**src/rtl/fetch_stage.sv**
```systemverilog
// Instruction fetch stage: issues in-order memory requests, queues responses in a
// circular buffer and presents them to decode; stale responses after a flush are dropped.
module fetch_stage #(
  parameter int unsigned XLEN  = 64,
  parameter int unsigned ILEN  = 32,
  parameter int unsigned DEPTH = 4
) (
  input  logic            clk_i,
  input  logic            rst_n_i,
  input  logic            flush_i,
  input  logic [XLEN-1:0] pc_i,
  output logic            fetch_ready_o,
  output logic            mem_req_valid_o,
  input  logic            mem_req_ready_i,
  output logic [XLEN-1:0] mem_req_addr_o,
  input  logic            mem_ans_valid_i,
  input  logic [ILEN-1:0] mem_ans_instr_i,
  input  logic            mem_ans_except_i,
  output logic            mem_ans_ready_o,
  output logic            issue_valid_o,
  input  logic            issue_ready_i,
  output logic [ILEN-1:0] issue_instr_o,
  output logic [XLEN-1:0] issue_pc_o,
  output logic            issue_except_o
);

  localparam int unsigned PW = $clog2(DEPTH);
  localparam int unsigned CW = PW + 1;

  logic [XLEN-1:0]  pc_q     [DEPTH];
  logic [ILEN-1:0]  instr_q  [DEPTH];
  logic [DEPTH-1:0] except_q;
  logic [DEPTH-1:0] filled;

  logic [PW-1:0] head;
  logic [PW-1:0] fill;
  logic [PW-1:0] tail;
  logic [CW-1:0] count;
  logic [CW-1:0] pend;
  logic [CW-1:0] drop_cnt;

  logic req_fire;
  logic ans_fire;
  logic fill_fire;
  logic iss_fire;
  logic flush_drop_dec;

  assign mem_req_valid_o = rst_n_i && !flush_i && (count < CW'(DEPTH));
  assign mem_req_addr_o  = pc_i;
  assign req_fire        = mem_req_valid_o && mem_req_ready_i;
  assign fetch_ready_o   = req_fire;

  assign mem_ans_ready_o = rst_n_i;
  assign ans_fire        = mem_ans_valid_i && mem_ans_ready_o;
  // A response with nothing to fill and nothing to drop is a protocol violation; ignore it.
  assign fill_fire       = ans_fire && (drop_cnt == '0) && (pend != '0);
  assign flush_drop_dec  = ans_fire && ((drop_cnt != '0) || (pend != '0));

  assign issue_valid_o   = rst_n_i && filled[head];
  assign issue_instr_o   = instr_q[head];
  assign issue_pc_o      = pc_q[head];
  assign issue_except_o  = except_q[head];
  assign iss_fire        = issue_valid_o && issue_ready_i && !flush_i;

  always_ff @(posedge clk_i) begin
    if (!rst_n_i) begin
      head     <= '0;
      fill     <= '0;
      tail     <= '0;
      count    <= '0;
      pend     <= '0;
      drop_cnt <= '0;
      filled   <= '0;
    end else if (flush_i) begin
      // Every unfilled entry still has a response in flight that must be swallowed.
      head     <= '0;
      fill     <= '0;
      tail     <= '0;
      count    <= '0;
      pend     <= '0;
      filled   <= '0;
      drop_cnt <= drop_cnt + pend - CW'(flush_drop_dec);
    end else begin
      if (req_fire) begin
        pc_q[tail]   <= pc_i;
        filled[tail] <= 1'b0;
        tail         <= tail + PW'(1);
      end
      if (ans_fire && (drop_cnt != '0)) begin
        drop_cnt <= drop_cnt - CW'(1);
      end
      if (fill_fire) begin
        instr_q[fill]  <= mem_ans_instr_i;
        except_q[fill] <= mem_ans_except_i;
        filled[fill]   <= 1'b1;
        fill           <= fill + PW'(1);
      end
      if (iss_fire) begin
        filled[head] <= 1'b0;
        head         <= head + PW'(1);
      end
      count <= count + CW'(req_fire) - CW'(iss_fire);
      pend  <= pend + CW'(req_fire) - CW'(fill_fire);
    end
  end

endmodule

```
**config.mk**
```make
export PLATFORM = sky130hd
export DESIGN_NAME = fetch_stage
export DESIGN_NICKNAME = d
export VERILOG_FILES = /design/src/rtl/fetch_stage.sv
export SDC_FILE = /design/constraint.sdc
export NUM_CORES = 1
export LEC_CHECK = 0
export BUFFER_PORTS_ARGS = -buffer_cell sky130_fd_sc_hd__buf_2
export CORE_MARGIN = 1
export CORE_UTILIZATION = 56
export CTS_CLUSTER_DIAMETER = 30
export DETAILED_ROUTE_END_ITERATION = 6
export PLACE_DENSITY = 0.78
export SYNTH_ARGS = -nofsm -noshare
export SYNTH_HDL_FRONTEND = slang
export SYNTH_SLANG_ARGS = --single-unit
export TNS_END_PERCENT = 50
```
**constraint.sdc**
```tcl
create_clock -name clk_i -period 3.5 [get_ports clk_i]
set_input_delay 0.7 -clock clk_i [delete_from_list [all_inputs] [get_ports clk_i]]
set_output_delay 0.7 -clock clk_i [all_outputs]
set_load 0.1 [all_outputs]
```
==> reports/qor.yml <==
status: "complete, no violations"
die-area_mm2: 0.0291
grt_pass1_wl_mm: 46.7
clk_pin_slew_ns: 0.06
hold_buffers: 0
num_rows: 61
yosys.area.top_type: "edfxtp_1"
area_delta_synth_final_pct: 25.0
crit_path_cell_trace: "buf_12 -> mux4_2 -> buf_2"
ioPinCount: 268
die_w_um: 171
finClkSkew_ns: 0.0172
fillers: 1646
grt_max_degree: 65
antenna_found_initial: 1
core_area_mm2: 0.0279
synth-edff-count: 388
routed_wl_mm: 31.4
rsz0062_at_grt: "false"
ant_nets: 0
dpl_worst_slack_ns: 0.677
timing.critical_path.required_ns: 2.80
end_kind: "output port"
syn_nets: 863
cts.path.max_buffers: 3
hold_class: "in -> reg"
period_share_pct: 86.7
wl_per_cell_um: 21.8
syn_avg_cell_area_um2: 21.6
p_per_area_mw_per_mm2: 683
ys.flop_type: "edfxtp_1"
cts_setup_buffers: 0
syn_inst: 737
hold_viol: 0
cts_sinks: 409
grt-ovfl-total: 0
finalCriticalPeriod_ns: 3.03
dr.pass1.iters: 5
cp-start-kind: "flip-flop"
critPathKind: "reg -> out"
async_flop_share_pct: 0
multi_input_area_mm2: 0.00309
via_per_inst: 5.54
fin_total_pwr_mw: 13.6
clock-root-buffer: "clkbuf_16"
num_vias: 7976
drtIter0Drc: 762
clock.fmax_mhz: 330
syn_area_mm2: 0.0159
track_usage_pct: 21.8
cts_tree: "built"
ys_seq_area_share_pct: 75.8
drive_gt1_share_pct: 48.7
max_slew.worst_pin.slew_ns: 0.597
first_global_vias: 8307
max_cap_violations: 0
netlist_top_cells_count: "388 x edfxtp_1, 97 x mux4_2, 66 x buf_4"
max_stage_delay_ns: 0.73
start_util_pct: 57.2
synth.most_common_cell: "edfxtp_1"
numCtsBuffers: 76
diodes: 0
gp_congestion: 0.758
ys_seq_elements: 409
ys_types: 41
htree_levels: 3
die_h_um: 171
final_util_pct: 71.5
relSlewSlack_pct: 60.2
dp_hpwl_mm: 18.0
synth_warnings: 0
nets: 1127
cp_slowest_cell: "dfxtp_4"
finalWorstSetupSlack_ns: 0.465
synth.area.top_cells: "edfxtp_1 73%, mux4_2 14%, buf_4 3.1%"
post_cts_resized: 0
insertion_delay_ns: 0.56
worstPathMaxFanout: 38
vdd_drop_max_v: 0.000474
port-buffer-count: 267
finalSetupViolCount: 0
netlist.area_leader.share_pct: 73.1
seq_area_mm2: 0.0121
p_leak_nw: 7.04
arrival_ns: 2.33
final_max_slew_viol_count: 0
drc: 0
[worst paths after layout]
path | startpoint | end | slack [ns] | cells past startpoint
max reg2reg | head[0]$_SDFFE_PP0N_ | count[2]$_SDFF_PP0_ | 0.77 | 11
min | mem_ans_instr_i[2] | instr_q[2][2]$_DFFE_PP_ | 0.36 | 1
min reg2reg | filled[1]$_SDFF_PP0_ | filled[1]$_SDFF_PP0_ | 0.46 | 2
max | flip-flop | issue_pc_o[63] | 0.47 | 3
[area by class of cell]
class	instances	share of cell area, %
flip-flops and latches	409	60.7
multi-input cells	209	15.5
clock buffers	82	9.67
repair buffers	281	7.74
clock inverters	57	3.54
well taps	378	2.38
inverters	24	0.453
[kinds of logic (layout without fill, tap and decap cells)]
kind of cell	count (synthesis)	in the layout	share of synthesized area, %
DFF	409	409	75.8
buffers and inverters	119	444	4.90
muxes	101	101	14.0
and+or+nand+nor	58	58	2.09
adders and majority gates	23	23	1.95
AOI/OAI and AO/OA	20	20	0.919
xor gates and xnor gates	7	7	0.385
[power breakdown]
group,leakage (nW),switching (mW),internal [mW]
logic,2.13,0.642,0.146
registers,3.67,0.0145,5.40
clock network,1.25,2.48,4.92
[per-stage QoR]
stage | cells | TNS [ns] | hold slack (ns) | area [um2]
floorplan | 737 | -12.52 | 0.434 | 15900
global placement | 1301 | 0 | 0.448 | 17300
detailed placement | 1301 | 0 | 0.455 | 17300
CTS | 1440 | 0 | 0.329 | 19900
global route | 1440 | 0 | 0.335 | 19900
finish | 1440 | 0 | 0.356 | 19900
[flip-flops by register name, indices dropped and copies added, names as in the netlist, 3 cells and up, named ones only]
register and cells:
except_q 4, filled 4, instr_q 128, drop_cnt 3
pc_q 256, count 3, pend 3
[per-layer routing]
layer	GRT usage (%)	share of wire, %
met1	27.5	39
met4	8.03	2.4
met5	0	0.032
met2	36.6	51
met3	5.74	7.1
[critical path: cells and delay by family, from the launching register on]
kind	cells	cell delay, ns
buffers and inverters	2	0.74
DFF	1	0.73
muxes	1	0.26
[cell usage in the layout, fill, tap and decap left out, types with 3 or more instances in the layout]
cell and count:
edfxtp_1 388, nand3_1 7, and2_1 6, nand4_1 5, nor2_1 5, xnor2_1 6
inv_6 10, clkinv_1 4, buf_2 267, inv_1 24, ha_1 20, nand2_1 9
clkbuf_1 6, clkbuf_16 76, a21oi_1 5, nand3b_1 4, clkinv_4 5, o21ai_0 4
fa_1 3, a32oi_1 4, mux2i_1 3, buf_4 6, nand2b_1 3, nor3_1 4
buf_12 8, clkinvlp_4 14, clkinv_2 9, bufinv_16 12, mux4_2 97, dfxtp_1 19
and2_4 4
No activity file was read; power rests on OpenSTA's default activity.
